**src/rtl/matrix_pkg.sv**
```systemverilog
// rtl/matrix_pkg.sv - shared matrix datapath types, defaults and slot helpers
// Purpose: default dimensions/width, unloader state encoding, packed-slot offset helper.
// Ports: none (package).
package matrix_pkg;

  localparam int DEFAULT_DATA_WIDTH = 32;
  localparam int DEFAULT_NUM_ROWS   = 2;
  localparam int DEFAULT_NUM_COLS   = 2;

  typedef enum logic [0:0] {
    ST_IDLE   = 1'b0,
    ST_STREAM = 1'b1
  } unloader_state_t;

  // Element k of a packed row-major matrix sits top-down: element 0 at the MSBs.
  function automatic int slot_offset(input int k, input int n, input int dw);
    return (n - 1 - k) * dw;
  endfunction

  // Index width for a dimension; a single-entry dimension still gets one bit.
  function automatic int dim_width(input int n);
    return (n > 1) ? $clog2(n) : 1;
  endfunction

endpackage

```
**src/rtl/matrix_result_unloader_if.sv**
```systemverilog
// rtl/matrix_result_unloader_if.sv - tagged element stream interface
// Purpose: one matrix element per transfer with row/col tags and a last marker.
// Ports: data, row, col, last, valid driven by master; ready driven by slave.
interface matrix_result_unloader_if #(
  parameter int DATA_WIDTH = 32,
  parameter int ROW_W      = 1,
  parameter int COL_W      = 1
);
  logic [DATA_WIDTH-1:0] data;
  logic [ROW_W-1:0]      row;
  logic [COL_W-1:0]      col;
  logic                  last;
  logic                  valid;
  logic                  ready;

  modport master (output data, row, col, last, valid, input ready);
  modport slave  (input data, row, col, last, valid, output ready);
endinterface

```
**src/rtl/matrix_index_counter.sv**
```systemverilog
// rtl/matrix_index_counter.sv - row/col/linear index walker over a matrix
// Purpose: steps a linear index with matching row/col, wraps to 0 after the last element.
// Ports: clk, rst (async high), clear (force to 0), advance (step one element),
//        index/row/col (current position), last (index is the final element).
module matrix_index_counter
  import matrix_pkg::*;
#(
  parameter int NUM_ROWS = DEFAULT_NUM_ROWS,
  parameter int NUM_COLS = DEFAULT_NUM_COLS
) (
  input  logic                                      clk,
  input  logic                                      rst,
  input  logic                                      clear,
  input  logic                                      advance,
  output logic [dim_width(NUM_ROWS*NUM_COLS)-1:0]   index,
  output logic [dim_width(NUM_ROWS)-1:0]            row,
  output logic [dim_width(NUM_COLS)-1:0]            col,
  output logic                                      last
);

  localparam int N     = NUM_ROWS * NUM_COLS;
  localparam int IDX_W = dim_width(N);
  localparam int ROW_W = dim_width(NUM_ROWS);
  localparam int COL_W = dim_width(NUM_COLS);

  assign last = (index == IDX_W'(N - 1));

  always_ff @(posedge clk or posedge rst) begin
    if (rst) begin
      index <= '0;
      row   <= '0;
      col   <= '0;
    end else if (clear || (advance && last)) begin
      index <= '0;
      row   <= '0;
      col   <= '0;
    end else if (advance) begin
      index <= index + IDX_W'(1);
      if (col == COL_W'(NUM_COLS - 1)) begin
        col <= '0;
        row <= row + ROW_W'(1);
      end else begin
        col <= col + COL_W'(1);
      end
    end
  end

endmodule

```
**src/rtl/matrix_result_unloader.sv**
```systemverilog
// rtl/matrix_result_unloader.sv - captures a multiplier result and streams its elements
// Purpose: four-phase capture of the packed result, then one tagged element per transfer.
// Ports: clk, rst (async high), Out (packed row-major result), out_ready (result valid),
//        out_ack (acknowledge), elem (tagged element stream, master side).
module matrix_result_unloader
  import matrix_pkg::*;
#(
  parameter int NUM_ROWS   = DEFAULT_NUM_ROWS,
  parameter int NUM_COLS   = DEFAULT_NUM_COLS,
  parameter int DATA_WIDTH = DEFAULT_DATA_WIDTH
) (
  input  logic                                 clk,
  input  logic                                 rst,
  input  logic [NUM_ROWS*NUM_COLS*DATA_WIDTH-1:0] Out,
  input  logic                                 out_ready,
  output logic                                 out_ack,
  matrix_result_unloader_if.master             elem
);

  localparam int N     = NUM_ROWS * NUM_COLS;
  localparam int IDX_W = dim_width(N);
  localparam int ROW_W = dim_width(NUM_ROWS);
  localparam int COL_W = dim_width(NUM_COLS);

  unloader_state_t             state;
  logic [N*DATA_WIDTH-1:0]     buffer;
  logic                        valid_q;
  logic [IDX_W-1:0]            index;
  logic [ROW_W-1:0]            row;
  logic [COL_W-1:0]            col;
  logic                        idx_last;
  logic                        capture;
  logic                        transfer;
  logic [DATA_WIDTH-1:0]       elems [N];
  logic [DATA_WIDTH-1:0]       cur_data;

  // Capture only once the previous ack has been released, so a result held
  // high across a finished stream is never emitted twice.
  assign capture  = (state == ST_IDLE) && out_ready && !out_ack;
  assign transfer = (state == ST_STREAM) && valid_q && elem.ready;

  matrix_index_counter #(
    .NUM_ROWS (NUM_ROWS),
    .NUM_COLS (NUM_COLS)
  ) u_counter (
    .clk     (clk),
    .rst     (rst),
    .clear   (capture),
    .advance (transfer),
    .index   (index),
    .row     (row),
    .col     (col),
    .last    (idx_last)
  );

  for (genvar k = 0; k < N; k++) begin : g_slot
    assign elems[k] = buffer[slot_offset(k, N, DATA_WIDTH) +: DATA_WIDTH];
  end

  always_comb begin
    cur_data = '0;
    for (int k = 0; k < N; k++) begin
      if (index == IDX_W'(k)) cur_data = elems[k];
    end
  end

  always_ff @(posedge clk or posedge rst) begin
    if (rst) begin
      state   <= ST_IDLE;
      out_ack <= 1'b0;
      valid_q <= 1'b0;
      buffer  <= '0;
    end else begin
      // Ack release runs regardless of state so it can overlap the stream.
      if (out_ack && !out_ready) out_ack <= 1'b0;
      case (state)
        ST_IDLE: begin
          if (capture) begin
            buffer  <= Out;
            out_ack <= 1'b1;
            valid_q <= 1'b1;
            state   <= ST_STREAM;
          end
        end
        ST_STREAM: begin
          if (transfer && idx_last) begin
            valid_q <= 1'b0;
            state   <= ST_IDLE;
          end
        end
        default: state <= ST_IDLE;
      endcase
    end
  end

  assign elem.data  = cur_data;
  assign elem.row   = row;
  assign elem.col   = col;
  assign elem.valid = valid_q;
  assign elem.last  = valid_q && idx_last;

endmodule

```
**src/flat_wrapper.sv**
```systemverilog
// flat-port wrapper written by rule: the top's interface ports become plain ports
module matrix_result_unloader_flat import matrix_pkg::*;
#(
  parameter int NUM_ROWS   = DEFAULT_NUM_ROWS,
  parameter int NUM_COLS   = DEFAULT_NUM_COLS,
  parameter int DATA_WIDTH = DEFAULT_DATA_WIDTH
)
  (clk, rst, Out, out_ready, out_ack, elem_data, elem_row, elem_col, elem_last, elem_valid, elem_ready);
  matrix_result_unloader_if #(.DATA_WIDTH(DATA_WIDTH), .ROW_W(1), .COL_W(1)) elem_i ();
  input  logic clk;
  input  logic rst;
  input  logic [NUM_ROWS*NUM_COLS*DATA_WIDTH-1:0] Out;
  input  logic out_ready;
  output logic out_ack;
  output wire logic [$bits(elem_i.data)-1:0] elem_data;
  output wire logic [$bits(elem_i.row)-1:0] elem_row;
  output wire logic [$bits(elem_i.col)-1:0] elem_col;
  output wire logic [$bits(elem_i.last)-1:0] elem_last;
  output wire logic [$bits(elem_i.valid)-1:0] elem_valid;
  input wire logic [$bits(elem_i.ready)-1:0] elem_ready;
  assign elem_data = elem_i.data;
  assign elem_row = elem_i.row;
  assign elem_col = elem_i.col;
  assign elem_last = elem_i.last;
  assign elem_valid = elem_i.valid;
  assign elem_i.ready = elem_ready;
  matrix_result_unloader #(.NUM_ROWS(NUM_ROWS), .NUM_COLS(NUM_COLS), .DATA_WIDTH(DATA_WIDTH)) u_core (.clk(clk), .rst(rst), .Out(Out), .out_ready(out_ready), .out_ack(out_ack), .elem(elem_i));
endmodule
```
**config.mk**
```make
export PLATFORM = sky130hd
export DESIGN_NAME = matrix_result_unloader_flat
export DESIGN_NICKNAME = d
export VERILOG_FILES = /design/src/rtl/matrix_pkg.sv /design/src/rtl/matrix_result_unloader_if.sv /design/src/rtl/matrix_index_counter.sv /design/src/rtl/matrix_result_unloader.sv /design/src/flat_wrapper.sv
export SDC_FILE = /design/constraint.sdc
export NUM_CORES = 1
export LEC_CHECK = 0
export CORE_UTILIZATION = 44
export CTS_CLUSTER_DIAMETER = 30
export DETAILED_ROUTE_END_ITERATION = 6
export PLACE_DENSITY_LB_ADDON = 0.2
export SLEW_MARGIN = 20
export SYNTH_ARGS = -nofsm -noshare
export SYNTH_HDL_FRONTEND = slang
export SYNTH_SLANG_ARGS = --single-unit
```
**constraint.sdc**
```tcl
create_clock -name clk -period 4.6 [get_ports clk]
set_input_delay 0.92 -clock clk [delete_from_list [all_inputs] [get_ports clk]]
set_output_delay 0.92 -clock clk [all_outputs]
set_load 0.005 [all_outputs]
```
==> impl_metrics.sql <==
INSERT INTO impl_metrics (metric_group, metric, value, unit) VALUES
('logic_synthesis', 'yosys_warnings', '0', ''),
('cells_and_area', 'filler_cells', '1114', ''),
('worst_setup_path', 'timing.reg2reg.setup_slack', '2640', 'ps'),
('logic_synthesis', 'synth_top_cells_by_count', 'sky130_fd_sc_hd__dfrtp_1 (135), sky130_fd_sc_hd__mux2_1 (70), sky130_fd_sc_hd__nand2_1 (68), sky130_fd_sc_hd__a21oi_1 (67), sky130_fd_sc_hd__o21ai_0 (64)', ''),
('worst_setup_path', 'cp.required', '3680', 'ps'),
('logic_synthesis', 'synth.most_common_cell', 'sky130_fd_sc_hd__dfrtp_1', ''),
('cells_and_area', 'finalInstanceArea', '8480', 'um2'),
('route', 'drcViolationCount', '0', ''),
('worst_hold_path', 'hold-path-endpoint', 'u_core.buffer[89]', ''),
('worst_setup_path', 'start_kind', 'register', ''),
('status', 'run_status', 'finished clean', ''),
('route', 'dr.pass1.iters', '6', ''),
('logic_synthesis', 'leading_area_contributor_after_synthesis', 'sky130_fd_sc_hd__dfrtp_1', ''),
('timing', 'fin_crit', '3790', 'ps'),
('cells_and_area', 'final-seq-area', '3380', 'um2'),
('clock_network', 'cts_hold_buf', '0', ''),
('worst_hold_path', 'min_path_type', 'reg2reg', ''),
('clock_network', 'clock_tree.buffer_depth', '2', ''),
('route', 'final_wirelength', '15100', 'um'),
('worst_setup_path', 'timing.critical_path.slowest_stage_cell', 'sky130_fd_sc_hd__ha_2', ''),
('worst_setup_path', 'critical_path.top_delay_family', 'buffers and inverters', ''),
('timing', 'fmaxAchievable', '264', 'MHz'),
('timing', 'worst_slew_margin_rel', '44.1', '%'),
('route', 'drt-initial-drc-count', '287', ''),
('timing', 'min_period_over_period', '82.4', '%'),
('timing', 'finalHoldWorstSlack', '486', 'ps'),
('route', 'wl_per_cell', '16.8', 'um'),
('logic_synthesis', 'synth_seq_cells', '135', ''),
('placement', 'portBuffers', '168', ''),
('timing', 'worstMarginPinSlew', '838', 'ps'),
('worst_setup_path', 'timing.critical_path.buf_inv', '3', ''),
('floorplan', 'boundaryPins', '169', ''),
('logic_synthesis', 'synth.lib_cells_used.distinct', '25', ''),
('cells_and_area', 'drive_above_1_share', '8.60', '%'),
('route', 'ant_nets', '0', ''),
('power_and_ir_drop', 'vdd_drop_max', '0.353', 'mV'),
('logic_synthesis', 'post_synth_main_area_contributors', 'sky130_fd_sc_hd__dfrtp_1 (55%), sky130_fd_sc_hd__mux2_1 (13%), sky130_fd_sc_hd__a21oi_1 (5.4%), sky130_fd_sc_hd__o21ai_0 (5.2%), sky130_fd_sc_hd__mux2_2 (4.7%)', ''),
('cells_and_area', 'area_growth', '37.4', '%'),
('logic_synthesis', 'synth.top_cell.area_share', '54.8', '%'),
('cells_and_area', 'antenna_cells', '0', ''),
('grt', 'number_of_global_route_vias_before_repair', '4796', ''),
('clock_network', 'numClockSinks', '135', ''),
('logic_synthesis', 'async_reset_ff_share', '100', '%'),
('route', 'routed_via_density', '5.22', ''),
('job', 'drv_cap', '0', ''),
('worst_setup_path', 'rr_worst_depth', '4', ''),
('worst_setup_path', 'arrival', '2870', 'ps'),
('timing', 'finalSetupTns', '0', 'ps'),
('clock_network', 'cts_resized', '0', ''),
('placement', 'placed_area', '7920', 'um2'),
('floorplan', 'initial_core_util', '45.9', '%'),
('clock_network', 'clock_tree_from_tritoncts', 'yes', ''),
('worst_hold_path', 'hold_path.startpoint', 'u_core.buffer[89]', ''),
('cells_and_area', 'multi_input_area', '2440', 'um2'),
('logic_synthesis', 'synth_enable_flop_cells', '0', ''),
('logic_synthesis', 'synth.cell_area', '6170', 'um2'),
('clock_network', 'numCtsBuffers', '17', ''),
('worst_hold_path', 'min_delay_path_depth', '1', ''),
('power_and_ir_drop', 'leakage', '3.59', 'nW'),
('power_and_ir_drop', 'p_per_area', '678', 'nW/um2'),
('route', 'routed-via-count', '4680', ''),
('logic_synthesis', 'ys.flop_type', 'sky130_fd_sc_hd__dfrtp_1', ''),
('cells_and_area', 'design.final.nets', '845', ''),
('worst_setup_path', 'worstSetupEndpointType', 'output port', ''),
('worst_setup_path', 'endpoint_of_the_worst_register_to_register_path', 'u_core.u_counter.index[1]', ''),
('worst_setup_path', 'critical_path.cell_chain', 'inv_1 -> ha_2 -> buf_4 -> a21oi_1 -> o21ai_0 -> a22o_1 -> clkdlybuf4s50_1', ''),
('timing', 'final-max-slew-violation-count', '0', ''),
('timing', 'fin_worst_skew', '5.78', 'ps'),
('clock_network', 'htree_levels', '4', ''),
('timing', 'setup_violation_total_in_the_final_timing_report', '0', ''),
('grt', 'remaining_global_route_overflow', '0', '');
==> report_power, final <==
group	internal (W)	switching (W)	total, W
registers	0.00178	0.000288	0.00207
clock network	0.000796	0.000471	0.00127
logic	0.00135	0.00106	0.00241
==> metal layers <==
layer	track usage (%)	vias to the layer above	routed length, um
met1	28.9	2278	6800
li1	-	2233	-
met5	0	-	0
met2	34.1	150	7060
met3	6.89	19	984
met4	7.95	0	212
==> worst reg2reg max path, delay by kind of cell, from the launching register on <==
family / cells / cell delay [ps]
fa+ha+maj: 1 / 770
flops: 1 / 460
buf+inv: 1 / 360
simple gates: 1 / 150
compound gates: 1 / 70
==> how the worst max path moves through the flow <==
stage	start	slack (ps)	endpoint	cells past startpoint
final	u_core.u_counter.index[0]	810	elem_data[13]	7
after global routing	u_core.u_counter.index[0]	560	elem_data[23]	7
after CTS	u_core.u_counter.index[1]	760	elem_data[13]	6
after detailed placement	u_core.u_counter.index[1]	1230	elem_data[13]	6
after global placement	u_core.u_counter.index[1]	1290	elem_data[31]	5
after floorplan	rst	70	u_core.buffer[0]	1
==> layout make-up <==
cell class              count  share of cell area (%)
clock buffers              28                    5.98
multi-input cells         344                    28.8
well taps                 176                    2.60
inverters                  36                    1.68
repair buffers            175                    20.6
flip-flops and latches    135                    39.9
clock inverters             3                   0.472
==> placed cells by master, fill, tap and decap left out <==
cell,count
sky130_fd_sc_hd__bufinv_16,1
sky130_fd_sc_hd__buf_4,6
sky130_fd_sc_hd__nor3b_4,1
sky130_fd_sc_hd__a21o_1,2
sky130_fd_sc_hd__nand2_1,68
sky130_fd_sc_hd__clkbuf_1,7
sky130_fd_sc_hd__ha_2,2
sky130_fd_sc_hd__a21boi_0,1
sky130_fd_sc_hd__ha_1,1
sky130_fd_sc_hd__and2_1,1
sky130_fd_sc_hd__inv_8,1
sky130_fd_sc_hd__a21oi_1,67
sky130_fd_sc_hd__clkbuf_16,17
sky130_fd_sc_hd__nand4_1,1
sky130_fd_sc_hd__mux2i_1,1
sky130_fd_sc_hd__nor4b_1,1
sky130_fd_sc_hd__nand3_1,1
sky130_fd_sc_hd__mux2_1,70
sky130_fd_sc_hd__ha_4,1
sky130_fd_sc_hd__o21ai_0,64
sky130_fd_sc_hd__inv_1,35
sky130_fd_sc_hd__clkbuf_8,4
sky130_fd_sc_hd__or3_1,2
sky130_fd_sc_hd__clkdlybuf4s50_1,168
sky130_fd_sc_hd__or3b_1,1
sky130_fd_sc_hd__dfrtp_1,135
sky130_fd_sc_hd__a22o_1,32
sky130_fd_sc_hd__buf_12,1
sky130_fd_sc_hd__mux2_2,26
sky130_fd_sc_hd__nor2_1,1
sky130_fd_sc_hd__clkinv_2,2
==> flip-flops by register name, summed over array words and instances (netlist names) <==
signal	cells
u_core.elem.valid	1
u_core.out_ack	1
u_core.state	1
u_core.u_counter.col	1
u_core.u_counter.index	2
u_core.buffer	128
u_core.u_counter.row	1
==> cell families after synthesis <==
logic type               Yosys count  synth area share (%)
flip-flops                       135                  54.8
AND/OR/NAND/NOR                   77                  5.17
buffers and inverters             79                  6.02
adder cells (fa/ha/maj)            4                 0.811
AO/OA/AOI/OAI                    166                  15.5
multiplexers                      97                  17.7
==> per-stage QoR <==
step / total power (W) / worst slack [ps] / util [%]
after floorplan: 0.00343 / 68.9 / -
after global routing: 0.00616 / 563 / 63.0
after CTS: 0.00579 / 755 / 62.9
after detailed placement: 0.00448 / 1230 / 58.9
after global placement: 0.00440 / 1290 / 58.9
final: 0.00575 / 807 / 63.0
No activity file was read; power rests on OpenSTA's default activity.
